==> config.mk <==
export PLATFORM = sky130hd
export DESIGN_NAME = uart_rx_flat
export DESIGN_NICKNAME = d
export VERILOG_FILES = /design/src/rtl/uart_rx_if.sv /design/src/rtl/uart_rx.sv /design/src/flat_wrapper.sv
export SDC_FILE = /design/constraint.sdc
export NUM_CORES = 1
export LEC_CHECK = 0
export ABC_CLOCK_PERIOD_IN_PS = 1600
export CORE_MARGIN = 1.5
export CORE_UTILIZATION = 59
export CTS_BUF_LIST = sky130_fd_sc_hd__clkbuf_2 sky130_fd_sc_hd__clkbuf_4 sky130_fd_sc_hd__clkbuf_8
export DETAILED_ROUTE_END_ITERATION = 12
export DONT_BUFFER_PORTS = 1
export MAX_ROUTING_LAYER = met4
export PLACE_DENSITY = 0.78
export SYNTH_ARGS = -nofsm -noshare
export SYNTH_HDL_FRONTEND = slang
export SYNTH_SLANG_ARGS = --single-unit
==> constraint.sdc <==
create_clock -name CLK -period 1.6 [get_ports CLK]
set_clock_uncertainty 0.05 [all_clocks]
set_input_delay 0.16 -clock CLK [delete_from_list [all_inputs] [get_ports CLK]]
set_output_delay 0.16 -clock CLK [all_outputs]
set_load 0.02 [all_outputs]
==> src/rtl/uart_rx_if.sv <==
// Consumer-side bundle of uart_rx: received word, ready/ack handshake and error flags.
// par_err exists only when UART_RX_PARITY_EN is defined.
interface uart_rx_if #(
  parameter int WL = 8
);
  logic          ack;
  logic [WL-1:0] data;
  logic          rdy;
  logic          frame_err;
  logic          overrun;
`ifdef UART_RX_PARITY_EN
  logic          par_err;

  modport master (input ack, output data, rdy, frame_err, overrun, par_err);
  modport slave  (output ack, input data, rdy, frame_err, overrun, par_err);
`else
  modport master (input ack, output data, rdy, frame_err, overrun);
  modport slave  (output ack, input data, rdy, frame_err, overrun);
`endif
endinterface

==> src/rtl/uart_rx.sv <==
// UART receiver, LSB first, 1 start / WL data / 1 stop (+ even parity under UART_RX_PARITY_EN);
// rdy rises one cycle after the stop sample; an unacked word is overwritten and flagged as overrun.
module uart_rx #(
  parameter int WL       = 8,
  parameter int BAUD_DIV = 10419
) (
  input  logic       CLK,
  input  logic       RST_N,
  input  logic       rx_in,
  uart_rx_if.master  bus,
  output logic [2:0] state
);
  localparam int CW = $clog2(BAUD_DIV);
  localparam int IW = (WL > 1) ? $clog2(WL) : 1;
  localparam logic [CW-1:0] CNT_MAX  = CW'(BAUD_DIV - 1);
  localparam logic [CW-1:0] CNT_HALF = CW'(BAUD_DIV / 2);
  localparam logic [IW-1:0] IDX_MAX  = IW'(WL - 1);

`ifdef UART_RX_PARITY_EN
  typedef enum logic [2:0] {IDLE = 3'd0, START = 3'd1, DATA = 3'd2, STOP = 3'd3, PARITY = 3'd4} state_e;
`else
  typedef enum logic [2:0] {IDLE = 3'd0, START = 3'd1, DATA = 3'd2, STOP = 3'd3} state_e;
`endif

  state_e        state_q, state_d;
  logic          rx_meta_q, rx_s_q, rx_prev_q;
  logic [CW-1:0] cnt_q, cnt_d;
  logic [IW-1:0] idx_q, idx_d;
  logic [WL-1:0] shreg_q, shreg_d;
  logic [WL-1:0] data_q, data_d;
  logic          done_q, done_d;
  logic          stop_q, stop_d;
  logic          rdy_q, rdy_d;
  logic          frame_err_q, frame_err_d;
  logic          overrun_q, overrun_d;
  logic          word_ok;
`ifdef UART_RX_PARITY_EN
  logic          par_bit_q, par_bit_d;
  logic          par_err_q, par_err_d;
`endif

  logic fall, half_pt, bit_end;
  assign fall    = rx_prev_q & ~rx_s_q;
  assign half_pt = (cnt_q == CNT_HALF);
  assign bit_end = (cnt_q == CNT_MAX);

  always_ff @(posedge CLK) begin
    if (!RST_N) begin
      rx_meta_q   <= 1'b1;
      rx_s_q      <= 1'b1;
      rx_prev_q   <= 1'b1;
      state_q     <= IDLE;
      cnt_q       <= '0;
      idx_q       <= '0;
      shreg_q     <= '0;
      data_q      <= '0;
      done_q      <= 1'b0;
      stop_q      <= 1'b0;
      rdy_q       <= 1'b0;
      frame_err_q <= 1'b0;
      overrun_q   <= 1'b0;
`ifdef UART_RX_PARITY_EN
      par_bit_q   <= 1'b0;
      par_err_q   <= 1'b0;
`endif
    end else begin
      rx_meta_q   <= rx_in;
      rx_s_q      <= rx_meta_q;
      rx_prev_q   <= rx_s_q;
      state_q     <= state_d;
      cnt_q       <= cnt_d;
      idx_q       <= idx_d;
      shreg_q     <= shreg_d;
      data_q      <= data_d;
      done_q      <= done_d;
      stop_q      <= stop_d;
      rdy_q       <= rdy_d;
      frame_err_q <= frame_err_d;
      overrun_q   <= overrun_d;
`ifdef UART_RX_PARITY_EN
      par_bit_q   <= par_bit_d;
      par_err_q   <= par_err_d;
`endif
    end
  end

  always_comb begin
    state_d = state_q;
    case (state_q)
      IDLE:   if (fall) state_d = START;
      START:  if (half_pt) state_d = rx_s_q ? IDLE : DATA;
`ifdef UART_RX_PARITY_EN
      DATA:   if (bit_end && idx_q == IDX_MAX) state_d = PARITY;
      PARITY: if (bit_end) state_d = STOP;
`else
      DATA:   if (bit_end && idx_q == IDX_MAX) state_d = STOP;
`endif
      STOP:   if (bit_end) state_d = IDLE;
      default: state_d = IDLE;
    endcase
  end

  // Bit timing and sampling; the stop sample is staged in done_q/stop_q for the next edge.
  always_comb begin
    cnt_d   = cnt_q + CW'(1);
    idx_d   = idx_q;
    shreg_d = shreg_q;
    done_d  = 1'b0;
    stop_d  = stop_q;
`ifdef UART_RX_PARITY_EN
    par_bit_d = par_bit_q;
`endif
    case (state_q)
      IDLE: begin
        cnt_d = '0;
        idx_d = '0;
      end
      START: if (half_pt) cnt_d = '0;
      DATA: if (bit_end) begin
        cnt_d          = '0;
        shreg_d[idx_q] = rx_s_q;
        idx_d          = (idx_q == IDX_MAX) ? '0 : idx_q + IW'(1);
      end
`ifdef UART_RX_PARITY_EN
      PARITY: if (bit_end) begin
        cnt_d     = '0;
        par_bit_d = rx_s_q;
      end
`endif
      STOP: if (bit_end) begin
        cnt_d  = '0;
        done_d = 1'b1;
        stop_d = rx_s_q;
      end
      default: begin
        cnt_d = '0;
        idx_d = '0;
      end
    endcase
  end

`ifdef UART_RX_PARITY_EN
  assign word_ok = ~^{shreg_q, par_bit_q};
`else
  assign word_ok = 1'b1;
`endif

  always_comb begin
    data_d      = data_q;
    rdy_d       = rdy_q;
    frame_err_d = frame_err_q;
    overrun_d   = overrun_q;
`ifdef UART_RX_PARITY_EN
    par_err_d   = par_err_q;
`endif
    if (bus.ack && rdy_q) begin
      rdy_d     = 1'b0;
      overrun_d = 1'b0;
    end
    if (done_q) begin
      if (!stop_q) begin
        frame_err_d = 1'b1;
      end else begin
        frame_err_d = 1'b0;
`ifdef UART_RX_PARITY_EN
        par_err_d   = ~word_ok;
`endif
        if (word_ok) begin
          data_d = shreg_q;
          rdy_d  = 1'b1;
          // Ack in the same cycle consumes the old word, so no overrun.
          if (rdy_q && !bus.ack) overrun_d = 1'b1;
        end
      end
    end
  end

  assign bus.data      = data_q;
  assign bus.rdy       = rdy_q;
  assign bus.frame_err = frame_err_q;
  assign bus.overrun   = overrun_q;
`ifdef UART_RX_PARITY_EN
  assign bus.par_err   = par_err_q;
`endif
  assign state         = state_q;
endmodule

==> src/flat_wrapper.sv <==
// flat-port wrapper written by rule: the top's interface ports become plain ports
module uart_rx_flat 
#(
  parameter int WL       = 8,
  parameter int BAUD_DIV = 10419
)
  (CLK, RST_N, rx_in, state, bus_ack, bus_data, bus_rdy, bus_frame_err, bus_overrun);
  uart_rx_if #(.WL(WL)) bus_i ();
  input  logic CLK;
  input  logic RST_N;
  input  logic rx_in;
  output logic [2:0] state;
  input wire logic [$bits(bus_i.ack)-1:0] bus_ack;
  output wire logic [$bits(bus_i.data)-1:0] bus_data;
  output wire logic [$bits(bus_i.rdy)-1:0] bus_rdy;
  output wire logic [$bits(bus_i.frame_err)-1:0] bus_frame_err;
  output wire logic [$bits(bus_i.overrun)-1:0] bus_overrun;
  assign bus_i.ack = bus_ack;
  assign bus_data = bus_i.data;
  assign bus_rdy = bus_i.rdy;
  assign bus_frame_err = bus_i.frame_err;
  assign bus_overrun = bus_i.overrun;
  uart_rx #(.WL(WL), .BAUD_DIV(BAUD_DIV)) u_core (.CLK(CLK), .RST_N(RST_N), .rx_in(rx_in), .bus(bus_i), .state(state));
endmodule
* Word-level counts from Yosys, hierarchy flattened *
Index checks and enable logic that the tools add are counted.

operators by class
  $add $sub $neg = 2
  multipliers = 0
  div/mod/pow operators = 0
  $lt $le $gt $ge = 2
  equality and inequality tests = 11
  shift operators = 0
  multiplexer cells = 24
  bitwise gates (word level) = 3
  reduce and logical (&&, ||, !) cells = 14

operators with widths
  kind                                                                count
  two-way mux 14 bit                                                  2
  one-hot mux 14 bit (2 select lines)                                 1
  two-way mux 3 bit                                                   6
  adder 14 x 1 -> 14 bit (second input constant)                      1
  equality test 14 x 13 -> 1 bit (second input constant)              1
  equality test 14 bit (second input constant)                        1
  one-hot mux 3 bit (4 select lines)                                  1
  two-way mux 1 bit                                                   10
  inequality test 2 x 1 -> 1 bit (second input constant)              5
  AND reduction 2 bit                                                 5
  bitwise mux 8 bit                                                   1
  equality test 3 x 2 -> 1 bit (second input constant)                2
  one-hot mux 3 bit (2 select lines)                                  1
  logical AND 1 bit                                                   4
  less-than comparator 3 x 4 -> 1 bit (second input constant)         1
  AND reduction 4 bit                                                 1
  OR reduction 2 bit                                                  2
  adder 3 x 1 -> 3 bit (second input constant)                        1
  demux 1 bit (select 3 bit)                                          1
  equality test 3 x 1 -> 1 bit (second input constant)                1
  equality test 3 bit (second input constant)                         1
  greater-or-equal comparator 3 x 1 -> 1 bit (second input constant)  1
  zero test 3 bit                                                     1
  two-way mux 2 bit                                                   1
  3 further kinds                                                     4

storage, ports and cells
  bits in registers = 44
  latch bits = 0
  memory bits (writable) = 0
  ROM bits = 0
  input bits = 4
  output and inout port bits = 14
  word-level logic and storage cells = 69
  memories kept = 0

* Depth between registers and ports, before layout *
Gate-level depths: netlist (run 1).

  depth in word-level cells = 5
  gate-level depth with buffers = 8
  depth with buffers taken out = 6

* Worst setup path before layout (run 1) *
No wires, ideal clock.

  kind = reg2reg
  start = reg u_core.cnt_q[0]
  end = reg u_core.cnt_q[12]
  library setup time = 0.115 ns
  data arrival time = 1.468 ns
  data required time = 1.435 ns
  slack = -0.032 ns
  cell stages (with the launch flop) = 7
  buffers on the path = 1
  period minus slack after synthesis = 1.632 ns
  cells stage by stage = dfxtp_1 -> ha_1 -> nor4bb_1 -> a41oi_1 -> o221ai_2 -> buf_4 -> nor2_1

on the way
  cells in the longest elaborated chain, start to end = 3
  elaborated cells between the ends (all ways) = 6
  those cells by class = 1 x add/sub; 2 x eq/ne; 3 x mux

RTL lines
  item                                            RTL line                                        source
  start, declared                                 uart_rx.sv:27                                   logic [CW-1:0] cnt_q, cnt_d;
  start signal, assigned                          uart_rx.sv:71                                   cnt_q <= cnt_d;
  adder 14 x 1 -> 14 bit (tied with other cells)  uart_rx.sv:105                                  cnt_d = cnt_q + CW'(1);
  two-way mux 14 bit (on tied branches)           uart_rx.sv:119, uart_rx.sv:130, uart_rx.sv:118
  one-hot mux 14 bit (2 select lines) (*)         uart_rx.sv:113                                  case (state_q)

Mark *: on every way between the ends. The rest lies on a longest branch, timed or not.
A chain may end at the register's enable or synchronous reset.

* Worst setup path in the final report (run 1) *
  start = reg u_core.cnt_q[0]
  end = reg u_core.cnt_q[13]

Same word-level chain as after synthesis.

==> results of run 1 <==
-- cells by family (layout without fill, tap and decap cells) --
logic type                 count (synthesis)  in the layout
and+or+nand+nor                          105            105
DFF                                       43             43
AOI/OAI and AO/OA                         42             42
buffers and inverters                     20             43
xor gates and xnor gates                  12             12
adders and majority gates                  5              5
muxes                                      3              3
other                                      1              1
-- layout make-up --
cell class,count,area share
timing repair buffer,30,0.1053
multi-input combinational,168,0.4705
clock buffer,5,0.01595
clock inverter,3,0.01010
tap,44,0.02339
sequential,43,0.3668
inverter,5,0.007974
-- flip-flops by register name, summed over array words and instances (netlist names), named ones only --
signal and count:
u_core.done_q 1, u_core.bus.rdy 1, u_core.bus.data 8, u_core.rx_s_q 1, u_core.cnt_q 14, u_core.bus.frame_err 1
u_core.rx_prev_q 1, u_core.shreg_q 8, u_core.state 2, u_core.rx_meta_q 1, u_core.stop_q 1, u_core.idx_q 3
-- synthesized netlist by cell type, drive strengths merged, types with 4 or more instances --
library cell  instances
a21oi                24
and4bb                4
nand2b                8
xor2                  4
inv                   5
xnor2                 8
buf                   8
dfxtp                43
ha                    5
nor3                  4
nor4                  4
nand2                29
nand4                10
clkbuf                7
nand4b                4
nor2                 22
nand3                10
o21ai                10
-- worst max-delay path: stages, from the launching register on --
cell and delay (ns):
dfxtp_2 0.37, buf_4 0.11, ha_2 0.15, nor4bb_4 0.23, a41oi_2 0.18, o221ai_2 0.27
buf_4 0.20, nor2_1 0.05
-- per-layer routing --
layer,share of wire,wire (µm)
met3,0.059,266
met4,0.026,116
met1,0.44,1985
met2,0.48,2153
met5,0,0
-- what timing repair did --
action,4_1_cts,5_1_grt
pin swaps,2,19
resized for setup,5,22
endpoints found under the hold margin,15,0
setup buffers,1,2
setup endpoints to repair,12,29
cloned,1,0
hold buffers,3,0
-- path summary, 6_finish.rpt --
check / from / to / slack, ns / cells past startpoint
hold / removal: RST_N / u_core.rx_meta_q$_SDFF_PN1_ / 0.36 / 2
setup / recovery: u_core.cnt_q[0]$_SDFF_PN0_ / u_core.cnt_q[13]$_SDFF_PN0_ / -0.08 / 7
setup reg to reg: u_core.cnt_q[0]$_SDFF_PN0_ / u_core.cnt_q[13]$_SDFF_PN0_ / -0.08 / 7
hold reg to reg: u_core.rx_meta_q$_SDFF_PN1_ / u_core.rx_s_q$_SDFF_PN1_ / 0.38 / 1
-- through the flow --
stage	utilization	power [W]
3_3_place_gp	0.6782	0.001142
3_5_place_dp	0.6782	0.001143
4_1_cts	0.7163	0.001685
2_1_floorplan	-	0.001139
5_1_grt	0.7464	0.001724
6_report	0.7464	0.001669
-- power breakdown --
group | switching [W] | total [W] | internal, W
sequential | 0.00000924 | 0.00108 | 0.00107
clock | 0.000362 | 0.000538 | 0.000176
combinational | 0.0000278 | 0.0000474 | 0.0000197
total | 0.000399 | 0.00167 | 0.00127
==> metrics.md, run 1 <==
| Metric | Value |
|---|---|
| Cell Area, Synth | approximately 2000 µm² |
| Hold Vio Cnt, Final | 0 |
| WL per Instance | 15.17 µm |
| Clock Path Buffers | 2 |
| Skew-Pair Late Insertion Delay | ~0.36 ns |
| Number of global-route vias before repair | around 1500 |
| Max-slew violation count | 0 |
| Fillcell total | about 240 |
| Period utilization | 1.051 |
| Largest net degree at the start of global routing | 20 |
| Met2 GRT Util | 0.3845 |
| RSZ-0062 raised after global routing | yes |
| GRT overflow | 0 |
| Post-DP Area | 2138 µm² |
| Post-synth net total | 240 |
| Largest area contributor in the netlist | dfxtp_1 |
| Max H-tree Level | 2 |
| Total track usage | 0.2431 |
| Global route hottest layer | met2 |
| Final critical-path required period | approximately 1.7 ns |
| Core Box Area | 3153 µm² |
| Seq cells post-synth | 43 |
| Lkg Pwr | roughly 0.78 nW |
| Num CTS Buffers | 5 |
| CTS Sinks | 43 |
| Predominant post-synthesis flop cell | dfxtp_1 |
| Cell Pwr Density | slightly above 700 nW/µm² |
| Placed cells | 283 |
| Mapped Avg Cell Area | around 8.7 µm² |
| Chip Height | around 61 µm |
| Post-synthesis mux area share | 0.01496 |
| Clock slew at reported path FFs | 0.13 ns |
| Violated checks | negative setup slack |
| Setup_tns | -1.017 ns |
| Dpl ws | -0.08845 ns |
| Initial antenna violation count | 0 |
| Global placer's final weighted congestion | around 0.86 |
| 1st-iter DRT viols | 88 |
| Width of the die | between 60 and 70 µm |
| Met1 usage | 0.3049 |
| Full die area | 3760 µm² |
| Min setup slack post-route | -0.08185 ns |
| Remaining DRCs | 0 |
| Clock Tree Root | clkbuf_4 |
| Storage cell area | around 860 µm² |
| Yosys top cell area share | 0.4289 |
| Post-route antenna net violation count | 0 |
| Synth Area in Adders | 0.03117 |
| Most common cell after layout, fill and taps aside | dfxtp_1 |
| CP Max Fanout | 6 |
| Post-synthesis simple-gate area fraction | 0.2830 |
| Share of the yosys chip area belonging to registers | 0.4289 |
| CTS tree | done |
| Grt met3 use | 0.05672 |
| CP Data Required Time | between 1.5 and 2 ns |
| Gate Count Post-Synth | between 200 and 250 |
| Hold Crit Class | in2reg |
| Commonest cells after routing, fill and taps aside | 41 x dfxtp_1, 29 x nand2_1, 23 x buf_4 |
| Routed wire length | roughly 4.5 mm |
| Cell variety after synth | 42 |
| Post-synth EDFFs | 0 |
| Post-synthesis compound-gate area fraction | 0.1272 |
| Detailed Place HPWL | ~3 mm |
| Area contributors post-synth | dfxtp_1 43%, a21oi_1 6.0%, nand2_1 5.4% |
| Starting Density | 0.6365 |
| Critical path class | reg2reg |
| Via count | 1707 |
| Inserted Diodes | 0 |
| Rows | 20 |
| Layout Area Growth over Synthesis | 17.27% |
| Yosys warning total | 0 |
| CP Data Arrival Time | 1.90 ns |
| Vias/cell | approximately 5.7 |
| Pre-antenna DRT Iters | 4 |
| Ys async rst share | 0 |
| Global-route wire length before repair | 6.486 mm |
| VDD IR max | 0.5908 mV |
| Max Cap Viol | 0 |
| Synth Area in XOR/XNOR | 0.05237 |
| IO Pins | 18 |
| Hold_ws | between 0.3 and 0.4 ns |
| Design area | approximately 2400 µm² |
| Run status | complete, but fails checks |
| Achievable Freq | 0.5946 GHz |
| Area occupied by multi-input gates | around 1100 µm² |
| CP Launch Type | register |
| Non-Filler Instances | between 200 and 300 |
| Share of post-route cells with drive strength above 1 | 0.2362 |
| Crit. End Element | register |
| # setup viols final | 16 |
| Largest family of logic cells by synthesized area | simple AND/OR/NAND/NOR gates |
| Port Buffers | 0 |
| Layout Nets | 262 |
Note: power is estimated with default switching activity, not from simulation.
==> run 2, diff against run 1 <==
- TNS_END_PERCENT: default -> 20
==> run 2 against run 1 <==
The flow still finishes with violations (negative setup slack); setup slack improved by 0.0032 ns; non-clock buffer count stayed put; sequential cell count is the same; critical endpoint unchanged; utilization fell by 0.079 points; critical path depth unchanged; hold slack worse by 0.0011 ns; die area did not move; final area shrank 0.11%; via count up 1.0%; wire length fell by 0.11%; first-iteration DRC count shrank 1.1%.
==> metrics.md, run 2 (synthesized netlist as in run 1, its figures left out) <==
| Metric | Value |
|---|---|
| Port Buffers | 0 |
| Initial antenna violation count | 0 |
| Num CTS Buffers | 5 |
| CTS Sinks | 43 |
| Critical path cell sequence | buf_4 -> ha_2 -> nor4bb_4 -> a41oi_2 -> o221ai_2 -> buf_4 -> nor2_1 |
| VDD IR max | between 0.5 and 0.6 mV |
| Full die area | between 3000 and 4000 µm² |
| Via count | 1724 |
| Layout Area Growth over Synthesis | 17.14% |
| Pre-antenna DRT Iters | 4 |
| Max Cap Viol | 0 |
| Clock Path Buffers | 2 |
| CTS tree | done |
| Setup_tns | -1.017 ns |
| Crit. End Element | register |
| Most common cell after layout, fill and taps aside | dfxtp_1 |
| Number of flip-flops under the largest register name | 14 |
| CP max stage delay | between 0.3 and 0.4 ns |
| CP Launch Type | register |
| Dpl ws | -0.08845 ns |
| CP Data Arrival Time | roughly 1.9 ns |
| Clock Tree Root | clkbuf_4 |
| Routed wire length | around 4.5 mm |
| Chip Height | ~61 µm |
| Layout Nets | 262 |
| Final critical-path required period | between 1.5 and 2 ns |
| Rows | 20 |
| Global placer's final weighted congestion | 0.8616 |
| CP Data Required Time | between 1.5 and 2 ns |
| Critical path class | reg2reg |
| 1st-iter DRT viols | 87 |
| Min setup slack post-route | -0.07862 ns |
| Largest net degree at the start of global routing | 20 |
| Skew-Pair Late Insertion Delay | ~0.36 ns |
| # setup viols final | 16 |
| Cell Pwr Density | between 700 and 800 nW/µm² |
| Period utilization | 1.049 |
| CP max-delay cell | dfxtp_2 |
| Remaining DRCs | 0 |
| Post-route antenna net violation count | 0 |
| Max H-tree Level | 2 |
| Commonest cells after routing, fill and taps aside | 41 x dfxtp_1, 29 x nand2_1, 23 x buf_4 |
| Design area | approximately 2400 µm² |
| Achievable Freq | 0.5957 GHz |
| IO Pins | 18 |
| Detailed Place HPWL | 2.948 mm |
| Global-route wire length before repair | roughly 6.5 mm |
| Total track usage | 0.2431 |
| Fillcell total | 237 |
| Hold Vio Cnt, Final | 0 |
| WL per Instance | roughly 15 µm |
| Violated checks | negative setup slack |
| Lkg Pwr | 0.7779 nW |
| Share of post-route cells with drive strength above 1 | 0.2323 |
| Placed cells | between 200 and 300 |
| RSZ-0062 raised after global routing | yes |
| Max-slew violation count | 0 |
| CP Max Fanout | 6 |
| Core Box Area | about 3200 µm² |
| Clock slew at reported path FFs | 0.13 ns |
| Inserted Diodes | 0 |
| Number of global-route vias before repair | between 1500 and 2000 |
| Vias/cell | roughly 5.8 |
| Hold Crit Class | in2reg |
| Non-Filler Instances | slightly below 300 |
| Run status | complete, but fails checks |
| Starting Density | 0.6365 |
| GRT overflow | 0 |
| Post-DP Area | 2138 µm² |
| Util after Layout | 0.7456 |
| Width of the die | a little over 60 µm |
| Most flop-heavy register | u_core.cnt_q |
| Cell mode on critical path | buf_4 |
==> run 2: cell counts in the layout (fill, tap and decap cells not counted) <==
Identical to the previous run, type by type.
==> run 2: path summary, 6_finish.rpt <==
kind                               start                           to  slack [ns]  cells after the start
max reg2reg   u_core.cnt_q[0]$_SDFF_PN0_  u_core.cnt_q[13]$_SDFF_PN0_       -0.08                      7
min                                RST_N  u_core.rx_meta_q$_SDFF_PN1_        0.36                      2
min reg2reg  u_core.rx_meta_q$_SDFF_PN1_     u_core.rx_s_q$_SDFF_PN1_        0.38                      1
max           u_core.cnt_q[0]$_SDFF_PN0_  u_core.cnt_q[13]$_SDFF_PN0_       -0.08                      7
==> run 2: cell type report <==
class / count / area [µm²] / share of cell area
clock buffer: 5 / 37.54 / 0.01597
clock inverter: 3 / 23.77 / 0.01011
inverter: 5 / 18.77 / 0.007983
multi-input combinational: 168 / 1105 / 0.4699
sequential: 43 / 863.3 / 0.3672
tap: 44 / 55.05 / 0.02342
timing repair buffer: 30 / 247.7 / 0.1054
==> run 2: metal layers <==
| metal | vias to the layer above | part of all wire | GRT usage | routed length, µm |
|---|---|---|---|---|
| li1 | 856 | - | - | - |
| met1 | 806 | 0.45 | 0.3049 | 2015 |
| met2 | 54 | 0.48 | 0.3845 | 2159 |
| met3 | 8 | 0.050 | 0.05672 | 225 |
| met4 | 0 | 0.026 | 0.08385 | 116 |
| met5 | - | 0 | - | 0 |
==> run 2: what timing repair did <==
item / CTS / global route
setup endpoints to repair: 12 / 29
buffers inserted: 1 / 2
cloned: 1 / 0
hold buffers: 3 / 0
pin swaps: 2 / 17
endpoints found under the hold margin: 15 / 0
resized for setup: 5 / 21
==> run 2: through the flow <==
step           hold WS [ns]  power (W)
2_1_floorplan        0.2111   0.001139
3_3_place_gp         0.1873   0.001142
3_5_place_dp         0.1897   0.001143
4_1_cts              0.3415   0.001685
5_1_grt              0.3561   0.001723
6_report             0.3558   0.001670
==> run 2: power by group <==
part	switching, W	internal, W
registers	0.00000904	0.00108
logic	0.0000276	0.0000197
clock network	0.000363	0.000176
==> run 2: worst max-delay path: cells and delay by family (launching register included) <==
| kind | cells | cell delay [ns] |
|---|---|---|
| AO/OA/AOI/OAI | 2 | 0.45 |
| flip-flops | 1 | 0.37 |
| buffers and inverters | 2 | 0.31 |
| AND/OR/NAND/NOR | 2 | 0.28 |
| adder cells (fa/ha/maj) | 1 | 0.16 |
